**src/rtl/db15_serial_reader.sv**
```systemverilog
// Serial reader for the DB15 arcade-stick adapter: scans a 74HC165 chain and
// presents two 16-bit active-high joystick words, updated atomically once per frame.
module db15_serial_reader #(
  parameter int CLK_DIV   = 24,
  parameter int GAP_TICKS = 2000
) (
  input  logic        clk,
  input  logic        reset,
  input  logic        JOY_DATA,
  output logic        JOY_CLK,
  output logic        JOY_LOAD,
  output logic [15:0] joystick1,
  output logic [15:0] joystick2,
  output logic        frame_valid,
  output logic        frame_strobe
);

  // state   | meaning
  // S_LOAD  | JOY_LOAD low for two ticks, chain captures the buttons
  // S_SHIFT | 32 bits, two ticks each: sample + JOY_CLK low, then JOY_CLK high
  // S_LATCH | single clk, raw frame copied to the joystick outputs
  // S_GAP   | idle for GAP_TICKS ticks before the next load

  localparam int DIV_W = (CLK_DIV > 1) ? $clog2(CLK_DIV) : 1;
  localparam int GAP_W = $clog2(GAP_TICKS + 1);
  localparam logic [DIV_W-1:0] DIV_LAST = DIV_W'(CLK_DIV - 1);
  localparam logic [GAP_W-1:0] GAP_LAST = GAP_W'(GAP_TICKS - 1);

  typedef enum logic [1:0] {
    S_LOAD  = 2'd0,
    S_SHIFT = 2'd1,
    S_LATCH = 2'd2,
    S_GAP   = 2'd3
  } state_t;

  state_t           state_q, state_d;
  logic [DIV_W-1:0] div_q, div_d;
  logic             phase_q, phase_d;
  logic [4:0]       bit_q, bit_d;
  logic [GAP_W-1:0] gap_q, gap_d;
  logic [31:0]      raw_q, raw_d;
  logic             sync1_q, sync2_q;
  logic             joy_clk_q, joy_clk_d;
  logic             joy_load_q, joy_load_d;
  logic [15:0]      joy1_q, joy1_d;
  logic [15:0]      joy2_q, joy2_d;
  logic             valid_q, valid_d;
  logic             strobe_q, strobe_d;
  logic             tick;

  assign tick  = (div_q == DIV_LAST);
  assign div_d = tick ? '0 : div_q + DIV_W'(1);

  always_comb begin
    state_d    = state_q;
    phase_d    = phase_q;
    bit_d      = bit_q;
    gap_d      = gap_q;
    raw_d      = raw_q;
    joy_clk_d  = joy_clk_q;
    joy_load_d = joy_load_q;
    joy1_d     = joy1_q;
    joy2_d     = joy2_q;
    valid_d    = valid_q;
    strobe_d   = 1'b0;

    case (state_q)
      S_LOAD: begin
        joy_load_d = 1'b0;
        joy_clk_d  = 1'b1;
        if (tick) begin
          phase_d = ~phase_q;
          if (phase_q) begin
            joy_load_d = 1'b1;
            bit_d      = '0;
            phase_d    = 1'b0;
            state_d    = S_SHIFT;
          end
        end
      end

      S_SHIFT: begin
        if (tick) begin
          phase_d = ~phase_q;
          if (!phase_q) begin
            // chain drives active-low buttons; store active-high, MSB first
            raw_d[5'd31 - bit_q] = ~sync2_q;
            joy_clk_d            = 1'b0;
          end else begin
            joy_clk_d = 1'b1;
            bit_d     = bit_q + 5'd1;
            if (bit_q == 5'd31) begin
              state_d = S_LATCH;
            end
          end
        end
      end

      S_LATCH: begin
        joy1_d   = raw_q[31:16];
        joy2_d   = raw_q[15:0];
        strobe_d = 1'b1;
        valid_d  = 1'b1;
        gap_d    = '0;
        state_d  = S_GAP;
      end

      S_GAP: begin
        joy_clk_d  = 1'b1;
        joy_load_d = 1'b1;
        if (tick) begin
          if (gap_q == GAP_LAST) begin
            phase_d = 1'b0;
            state_d = S_LOAD;
          end else begin
            gap_d = gap_q + GAP_W'(1);
          end
        end
      end

      default: begin
        state_d = S_LOAD;
      end
    endcase
  end

  always_ff @(posedge clk) begin
    if (reset) begin
      state_q    <= S_LOAD;
      div_q      <= '0;
      phase_q    <= 1'b0;
      bit_q      <= '0;
      gap_q      <= '0;
      raw_q      <= '0;
      sync1_q    <= 1'b1;
      sync2_q    <= 1'b1;
      joy_clk_q  <= 1'b1;
      joy_load_q <= 1'b1;
      joy1_q     <= '0;
      joy2_q     <= '0;
      valid_q    <= 1'b0;
      strobe_q   <= 1'b0;
    end else begin
      state_q    <= state_d;
      div_q      <= div_d;
      phase_q    <= phase_d;
      bit_q      <= bit_d;
      gap_q      <= gap_d;
      raw_q      <= raw_d;
      sync1_q    <= JOY_DATA;
      sync2_q    <= sync1_q;
      joy_clk_q  <= joy_clk_d;
      joy_load_q <= joy_load_d;
      joy1_q     <= joy1_d;
      joy2_q     <= joy2_d;
      valid_q    <= valid_d;
      strobe_q   <= strobe_d;
    end
  end

  assign JOY_CLK      = joy_clk_q;
  assign JOY_LOAD     = joy_load_q;
  assign joystick1    = joy1_q;
  assign joystick2    = joy2_q;
  assign frame_valid  = valid_q;
  assign frame_strobe = strobe_q;

endmodule

```
**config.mk**
```make
export PLATFORM = sky130hd
export DESIGN_NAME = db15_serial_reader
export DESIGN_NICKNAME = d
export VERILOG_FILES = /design/src/rtl/db15_serial_reader.sv
export SDC_FILE = /design/constraint.sdc
export NUM_CORES = 1
export LEC_CHECK = 0
export BUFFER_PORTS_ARGS = -buffer_cell sky130_fd_sc_hd__buf_2
export CELL_PAD_IN_SITES_DETAIL_PLACEMENT = 0
export CELL_PAD_IN_SITES_GLOBAL_PLACEMENT = 1
export CORE_AREA = 3 3 89 112
export CTS_CLUSTER_DIAMETER = 100
export CTS_CLUSTER_SIZE = 24
export DETAILED_ROUTE_END_ITERATION = 7
export DIE_AREA = 0 0 92 115
export PLACE_DENSITY_LB_ADDON = 0.15
export REMOVE_ABC_BUFFERS = 1
export SYNTH_ARGS = -nofsm -noshare
export SYNTH_HDL_FRONTEND = slang
export SYNTH_SLANG_ARGS = --single-unit
```
**constraint.sdc**
```tcl
create_clock -name clk -period 2.4 [get_ports clk]
set_input_delay 0.24 -clock clk [delete_from_list [all_inputs] [get_ports clk]]
set_output_delay 0.24 -clock clk [all_outputs]
set_load 0.02 [all_outputs]
```
==> impl_metrics.py, run 1 <==
metrics = {
    "global_route": {
        "grt_pass1_wl_mm": 14.7,
        "grt_pass1_vias": 2996,
        "overflow": 0,
        "grt_usage": 0.173,
        "grt_start_max_net_pins": 57,
        "antenna_found_initial": 0,
    },
    "synthesis": {
        "synth.most_common_cell": "dfxtp_1",
        "ys.flop_type": "dfxtp_1",
        "syn_area_um2": 4010,
        "ys_ff_latch": 94,
        "postSynthCellCount": 415,
        "synth_warnings": 0,
        "synth_commonest_cells": "dfxtp_1, nor2_1, a21oi_1",
        "synthTopCellsByArea": "dfxtp_1, mux2i_1, a311oi_1",
        "synth_top_area_share": 0.469,
        "synth_top_area_cell": "dfxtp_1",
        "synth_edf_count": 0,
        "synthDistinctLibCells": 54,
        "async_reset_ff_frac": 0,
        "seq_area_frac_synth": 0.469,
        "synth_area_per_cell_um2": 9.67,
    },
    "setup_path": {
        "crit_type": "register to register",
        "end_kind": "register",
        "crit_fanout": 13,
        "worstPathArrival_ns": 2.38,
        "required_ns": 2.67,
        "rr_startpoint": "div_q[0]",
        "start_kind": "register",
        "crit_chain": "ha_1 > and4b_1 > o311ai_4 > or4_1 > a21oi_1",
        "cp_slowest_stage_delay_ns": 0.56,
        "crit_slowest_cell": "or4_1",
        "reg2reg_depth": 5,
        "cp-startpoint": "div_q[0]",
    },
    "floorplan": {
        "start_util": 0.442,
        "fp.dieH_um": 115,
        "rows": 39,
        "die_w_um": 92,
        "io_pins": 39,
        "die_area_um2": 10600,
        "design.core.area_um2": 9080,
    },
    "min_path": {
        "holdPathStages": 2,
        "min_from": "JOY_DATA",
        "hold_class": "input pin to register",
    },
    "final_layout": {
        "fin_util": 0.509,
        "syn_to_final_growth_pct": 15.2,
        "nNetsFinal": 456,
        "drive_gt1_frac": 0.173,
        "diodes": 0,
        "stdcell_count": 569,
    },
    "run": {
        "maxCapViolCount": 0,
    },
    "timing": {
        "maxSlewViolCount": 0,
        "finalCriticalPeriod_ns": 2.11,
        "clock.fmax_mhz": 474,
        "final-setup-viol-count": 0,
        "skew_ns": 0.00858,
        "rsz0062_at_grt": "no",
        "hold_violations": 0,
        "relSlewSlack": 0.634,
        "worst_pin_slew_ns": 0.548,
        "min_period_over_period": 0.879,
        "setup_ws_ns": 0.290,
    },
    "routing": {
        "viasPerCell": 5.54,
        "firstDrtPassIters": 5,
        "routed_wl_mm": 8.71,
        "final_antenna_net_count": 0,
        "vias": 3153,
        "drtIter0Drc": 134,
        "routedWlPerCell_um": 15.3,
        "route.detailed.drc": 0,
    },
    "clocking": {
        "path_clk_slew_ns": 0.07,
        "cts-root-buf": "clkbuf_16",
        "cts_buffer_depth": 2,
        "clock_latency_ns": 0.34,
        "cts.sinks": 94,
        "cts_buffers": 9,
        "htree_num_levels": 3,
        "cts_tree": "yes",
    },
    "placement": {
        "place_congestion": 0.750,
        "pre_cts_ws_ns": 0.275,
        "dp_hpwl_mm": 5.83,
        "numPortBuffers": 38,
        "dp.cells": 553,
    },
    "power_and_ir_drop": {
        "p_leak_nw": 1.69,
        "peakVddDrop_mv": 0.345,
        "power.density_cell_area_nw_per_um2": 667,
    },
    "run_status": {
        "status": "finished, final reports clean",
    },
}
-- final cells by class --
type                    instances  area [um2]
clock buffers                  10         239
clock inverters                 6        68.8
fillers                       860        4450
inverters                      11        41.3
multi-input cells             273        1920
flip-flops and latches         94        1880
well taps                     123         154
repair buffers                 52         320
-- worst max-delay path, delay by kind of cell, from the launching register on --
family	cells	cell delay [ns]
AND/OR/NAND/NOR	2	1.03
AO/OA/AOI/OAI	2	0.43
flip-flops	1	0.35
adder cells (fa/ha/maj)	1	0.23
-- what timing repair did --
item	CTS	global route
setup buffers	0	0
gates resized for setup	0	1
setup endpoints to repair	0	1
hold buffers	0	0
-- flip-flops by register name, summed over array words and instances (netlist names) --
signal	count
gap_q	11
state_q	2
phase_q	1
joystick1	16
sync1_q	1
JOY_LOAD	1
frame_valid	1
div_q	5
bit_q	5
frame_strobe	1
joystick2	16
raw_q	32
JOY_CLK	1
sync2_q	1
-- cells in the final DEF (no fill, tap or decap), types with 8 or more instances in the layout --
cell type	n
buf_2	38
inv_1	11
a311oi_1	35
a21oi_1	42
dfxtp_1	94
nor2_1	45
ha_1	11
and3_1	8
clkbuf_16	9
buf_4	12
nand2_1	14
mux2i_1	32
nand3_1	12
-- per-layer routing --
metal	vias to the layer above	GRT usage	wire length, um
li1	1585	-	-
met3	10	0.0386	298
met4	0	0.0714	140
met2	67	0.286	4220
met1	1491	0.219	4050
met5	-	0	0
-- stage by stage --
step | hold slack [ns] | setup TNS [ns] | instance area, um2 | total power (W)
after floorplan | 0.309 | -0.641 | 3840 | 0.00162
after global placement | 0.403 | 0 | 4310 | 0.00166
after detailed placement | 0.396 | 0 | 4310 | 0.00166
after CTS | 0.0695 | 0 | 4620 | 0.00312
after global routing | 0.0716 | 0 | 4620 | 0.00318
final | 0.0793 | 0 | 4620 | 0.00309
-- cell families (layout without fill, tap and decap cells) --
| family | Yosys count | in the layout | synth area share |
|---|---|---|---|
| XOR/XNOR | 2 | 2 | 0.00437 |
| flip-flops | 94 | 94 | 0.469 |
| AND/OR/NAND/NOR | 122 | 122 | 0.161 |
| adder cells (fa/ha/maj) | 12 | 12 | 0.0374 |
| buffers and inverters | 48 | 79 | 0.0539 |
| AO/OA/AOI/OAI | 105 | 105 | 0.195 |
| multiplexers | 32 | 32 | 0.0798 |
-- where the power goes --
| group | internal [W] | leakage (nW) | switching [W] |
|---|---|---|---|
| Sequential | 0.00157 | 0.758 | 0.00000402 |
| Combinational | 0.0000139 | 0.782 | 0.0000393 |
| Clock | 0.000841 | 0.149 | 0.000621 |
-- worst paths after layout --
path / endpoint / slack [ns]
max: gap_q[5] / 0.29
min reg2reg: sync2_q / 0.41
min: sync1_q / 0.08
max reg2reg: gap_q[5] / 0.29
Note: power is estimated with default switching activity, not from simulation.
==> run 2: changes to the inputs <==
--- a/config.mk
+++ b/config.mk
@@ -8,11 +8,11 @@
 export BUFFER_PORTS_ARGS = -buffer_cell sky130_fd_sc_hd__buf_2
 export CELL_PAD_IN_SITES_DETAIL_PLACEMENT = 0
 export CELL_PAD_IN_SITES_GLOBAL_PLACEMENT = 1
-export CORE_AREA = 3 3 89 112
+export CORE_AREA = 3 3 100 126
 export CTS_CLUSTER_DIAMETER = 100
 export CTS_CLUSTER_SIZE = 24
 export DETAILED_ROUTE_END_ITERATION = 7
-export DIE_AREA = 0 0 92 115
+export DIE_AREA = 0 0 103 129
 export PLACE_DENSITY_LB_ADDON = 0.15
 export REMOVE_ABC_BUFFERS = 1
 export SYNTH_ARGS = -nofsm -noshare
==> run 2 against run 1 <==
- sequential power barely moved
- critical path depth rose by 1
- combinational power fell by 5.1%
- via count fell by 1.6%
- worst hold slack got worse by 0.0014 ns
- sequential share of layout area fell by 0.33 points
- sequential cell count did not move
- critical path type unchanged
==> impl_metrics.py, run 2 (synthesis gave the netlist of run 1 again) <==
metrics = {
    "run_status": {
        "status": "finished, final reports clean",
    },
    "global_route": {
        "grtUsageMet3": 0.0260,
        "antenna_found_initial": 0,
        "grt_usage": 0.142,
        "grt_pass1_wl_mm": 14.7,
        "grt_pass1_vias": 2965,
        "grt_start_max_net_pins": 38,
        "use_met1": 0.176,
        "busiest_layer": "met2",
        "overflow": 0,
        "use_met2": 0.238,
    },
    "floorplan": {
        "die_area_um2": 13300,
        "die_w_um": 103,
        "start_util": 0.347,
        "fp.dieH_um": 129,
        "rows": 44,
        "design.core.area_um2": 11600,
        "io_pins": 39,
    },
    "clocking": {
        "cts-root-buf": "clkbuf_16",
        "path_clk_slew_ns": 0.07,
        "clock_latency_ns": 0.34,
        "postCtsSetupBuffers": 0,
        "hold_buffers": 0,
        "cts.sinks": 94,
        "htree_num_levels": 3,
        "cts_buffer_depth": 2,
        "cts_tree": "yes",
        "cts_resized": 0,
        "cts_buffers": 9,
    },
    "final_layout": {
        "largest_register_ffs": 32,
        "design_area_um2": 4660,
        "layout_commonest_cell": "dfxtp_1",
        "diodes": 0,
        "final_cell_mix": "dfxtp_1, nor2_1, a21oi_1",
        "regArea_um2": 1880,
        "syn_to_final_growth_pct": 16.2,
        "multiInputGateArea_um2": 1920,
        "drive_gt1_frac": 0.172,
        "nNetsFinal": 457,
        "regMostFlops": "raw_q",
        "fillers": 1186,
    },
    "routing": {
        "routed_wl_mm": 8.96,
        "routedWlPerCell_um": 15.3,
        "final_antenna_net_count": 0,
        "firstDrtPassIters": 4,
        "drtIter0Drc": 146,
        "route.detailed.drc": 0,
        "vias": 3102,
        "viasPerCell": 5.30,
    },
    "setup_path": {
        "end_kind": "register",
        "required_ns": 2.61,
        "crit_chain": "ha_1 > and4b_1 > buf_4 > a21boi_0 > o311ai_0 > o41ai_1",
        "crit_type": "register to register",
        "cp_top_family": "compound AO/OA/AOI/OAI gates",
        "worstPathArrival_ns": 2.23,
        "cp_slowest_stage_delay_ns": 0.40,
        "start_kind": "register",
        "worst-path-buf-inv": 1,
        "crit_fanout": 11,
        "crit_slowest_cell": "o311ai_0",
    },
    "timing": {
        "maxSlewViolCount": 0,
        "finalCriticalPeriod_ns": 2.02,
        "whs_ns": 0.0780,
        "skew_ns": 0.00482,
        "tns_ns": 0,
        "hold_violations": 0,
        "rsz0062_at_grt": "no",
        "clock.fmax_mhz": 495,
        "min_period_over_period": 0.841,
        "worst_pin_slew_ns": 0.770,
        "relSlewSlack": 0.483,
        "final-setup-viol-count": 0,
    },
    "placement": {
        "numPortBuffers": 38,
        "dp_hpwl_mm": 5.98,
        "dpl_cell_area_um2": 4330,
        "place_congestion": 0.744,
    },
    "power_and_ir_drop": {
        "p_leak_nw": 1.70,
        "power.density_cell_area_nw_per_um2": 684,
        "peakVddDrop_mv": 0.331,
    },
    "run": {
        "maxCapViolCount": 0,
    },
    "min_path": {
        "hold_class": "input pin to register",
    },
}
-- run 2: metal layers --
metal | wire (um) | part of all wire
met1 | 4200 | 0.47
met2 | 4370 | 0.49
met3 | 250 | 0.028
met4 | 141 | 0.016
met5 | 0 | 0
-- run 2: where the power goes --
| part | leakage (nW) | internal (W) | switching, W |
|---|---|---|---|
| combinational | 0.784 | 0.0000117 | 0.0000388 |
| clock | 0.159 | 0.000948 | 0.000619 |
| sequential | 0.758 | 0.00157 | 0.00000431 |
-- run 2: metrics by stage --
| stage | setup slack, ns | instances | total power [W] | util |
|---|---|---|---|---|
| after floorplan | -0.166 | 378 | 0.00162 | - |
| after global placement | 0.456 | 569 | 0.00166 | 0.374 |
| after detailed placement | 0.396 | 569 | 0.00166 | 0.374 |
| after CTS | 0.370 | 585 | 0.00324 | 0.403 |
| after global routing | 0.183 | 585 | 0.00329 | 0.403 |
| final | 0.381 | 585 | 0.00319 | 0.403 |
-- run 2: path summary, 6_finish.rpt --
check,from,end,slack (ns),cells after the start
worst max-delay path,div_q[0],state_q[1],0.38,6
worst min-delay path,JOY_DATA,sync1_q,0.08,2
worst max register to register,div_q[0],state_q[1],0.38,6
worst min register to register,sync1_q,sync2_q,0.41,1
-- run 2: layout make-up --
cell class              instances  area share
clock inverters                 6      0.0201
multi-input cells             273       0.411
clock buffers                  10      0.0513
well taps                     138      0.0370
repair buffers                 53      0.0677
inverters                      11     0.00886
flip-flops and latches         94       0.404
==> run 3: changes to the inputs <==
==> constraint.sdc (replaced) <==
create_clock -name clk -period 2 [get_ports clk]
set_input_delay 0.2 -clock clk [delete_from_list [all_inputs] [get_ports clk]]
set_output_delay 0.2 -clock clk [all_outputs]
set_load 0.02 [all_outputs]
==> run 3 against run 2 <==
- critical path depth shrank 1
- sequential share of layout area decreased by 1.6 points
- first-iteration DRC count is 8.2% lower
- setup slack lost 0.26 ns
- critical path type unchanged
- largest cell class unchanged
==> impl_metrics.py, run 3 (synthesis gave the netlist of run 1 again) <==
metrics = {
    "power_and_ir_drop": {
        "clkPwrFrac": 0.504,
        "switching_share": 0.204,
        "power.density_cell_area_nw_per_um2": 808,
        "p_sw_w": 0.000799,
        "pwr-share-comb": 0.016,
        "p_leak_nw": 1.80,
        "seq_power_share": 0.481,
        "p_int_w": 0.00312,
        "peakVddDrop_mv": 0.339,
    },
    "routing": {
        "viasPerCell": 5.31,
        "final_antenna_net_count": 0,
        "vias": 3188,
        "drtIter0Drc": 134,
        "route.detailed.drc": 0,
        "routed_wl_mm": 9.07,
        "routedWlPerCell_um": 15.1,
        "firstDrtPassIters": 4,
    },
    "final_layout": {
        "nNetsFinal": 473,
        "largest_register_ffs": 32,
        "fin_util": 0.420,
        "fillers": 1130,
        "design_area_um2": 4850,
        "drive_gt1_frac": 0.206,
        "multiInputGateArea_um2": 1930,
        "syn_to_final_growth_pct": 20.9,
        "diodes": 0,
        "layout_commonest_cell": "dfxtp_1",
        "stdcell_count": 600,
        "regMostFlops": "raw_q",
        "final_cell_mix": "dfxtp_1, nor2_1, a21oi_1",
        "regArea_um2": 1880,
    },
    "setup_path": {
        "ff2ff_setup_slack_ns": 0.12,
        "worstPathArrival_ns": 2.13,
        "required_ns": 2.25,
        "end_kind": "register",
        "rr_startpoint": "gap_q[10]",
        "crit_fanout": 8,
        "cp_top_family": "compound AO/OA/AOI/OAI gates",
        "reg2reg_depth": 5,
        "crit_type": "register to register",
        "reg2reg_to": "gap_q[9]",
        "worst-path-buf-inv": 1,
        "crit_chain": "or3b_4 > o311ai_4 > buf_4 > nand2b_1 > a311oi_1",
        "crit_slowest_cell": "o311ai_4",
        "start_kind": "register",
        "cp_slowest_stage_delay_ns": 0.47,
    },
    "timing": {
        "skew_ns": 0.00541,
        "tns_ns": 0,
        "relSlewSlack": 0.706,
        "hold_violations": 0,
        "finalCriticalPeriod_ns": 1.88,
        "maxSlewViolCount": 0,
        "min_period_over_period": 0.940,
        "clock.fmax_mhz": 532,
        "final-setup-viol-count": 0,
        "worst_pin_slew_ns": 0.437,
        "setup_ws_ns": 0.120,
    },
    "floorplan": {
        "io_pins": 39,
        "design.core.area_um2": 11600,
        "die_area_um2": 13300,
        "die_w_um": 103,
        "rows": 44,
        "start_util": 0.347,
        "fp.dieH_um": 129,
    },
    "global_route": {
        "grt_pass1_vias": 2971,
        "grt_usage": 0.145,
        "grt_pass1_wl_mm": 15.3,
        "overflow": 0,
        "grt_start_max_net_pins": 42,
        "antenna_found_initial": 0,
    },
    "run": {
        "maxCapViolCount": 0,
    },
    "placement": {
        "dp.cells": 584,
        "place_congestion": 0.743,
        "numPortBuffers": 38,
        "pre_cts_ws_ns": 0.101,
        "dp_hpwl_mm": 6.07,
        "dpl_cell_area_um2": 4490,
    },
    "min_path": {
        "hold_class": "input pin to register",
        "holdPathEnd": "sync1_q",
        "min_from": "JOY_DATA",
        "holdPathStages": 2,
    },
    "clocking": {
        "cts.sinks": 94,
        "htree_num_levels": 3,
        "clock_latency_ns": 0.34,
        "cts_buffers": 9,
        "cts_buffer_depth": 2,
        "cts_tree": "yes",
        "cts-root-buf": "clkbuf_16",
        "path_clk_slew_ns": 0.06,
    },
    "run_status": {
        "status": "finished, final reports clean",
    },
}
run 3: power by group through the flow:
stage | Clock, W | Combinational, W | Sequential [W]
2_1_floorplan | 0 | 0.0000134 | 0.00193
3_3_place_gp | 0 | 0.0000601 | 0.00193
3_5_place_dp | 0 | 0.0000614 | 0.00193
4_1_cts | 0.00203 | 0.0000617 | 0.00188
5_1_grt | 0.00213 | 0.0000685 | 0.00188
6_report | 0.00197 | 0.0000610 | 0.00188
run 3: worst max-delay path by stage:
stage	cells after the start	slack (ns)	start	endpoint
floorplan	5	-0.57	state_q[0]	gap_q[8]
global placement	6	0.13	gap_q[0]	gap_q[9]
detailed placement	6	0.10	gap_q[0]	gap_q[9]
CTS	6	0.05	gap_q[0]	gap_q[9]
global route	5	-0.00005	gap_q[10]	gap_q[9]
finish	5	0.12	gap_q[10]	gap_q[9]
run 3: cell type report:
type | count | area share
multi-input cells | 273 | 0.397
well taps | 138 | 0.0356
clock inverters | 6 | 0.0242
flip-flops and latches | 94 | 0.388
repair buffers | 69 | 0.100
clock buffers | 9 | 0.0464
inverters | 11 | 0.00851
run 3: repair_timing:
item | 4_1_cts | 5_1_grt
buffers inserted | 0 | 1
endpoints found under the hold margin | 0 | 0
hold buffers | 0 | 0
endpoints found under the setup margin | 0 | 14
resized for setup | 0 | 4
run 3: metal layers:
layer,vias up,part of all wire,GRT usage
li1,1618,-,-
met5,-,0,0
met3,16,0.036,0.0298
met4,0,0.022,0.0617
met2,63,0.45,0.220
met1,1491,0.49,0.198
run 3: metrics by stage:
step | total power [W] | hold WS (ns)
after global routing | 0.00408 | 0.0579
after detailed placement | 0.00199 | 0.397
after CTS | 0.00398 | 0.0478
after global placement | 0.00199 | 0.397
after floorplan | 0.00195 | 0.269
final | 0.00392 | 0.0505
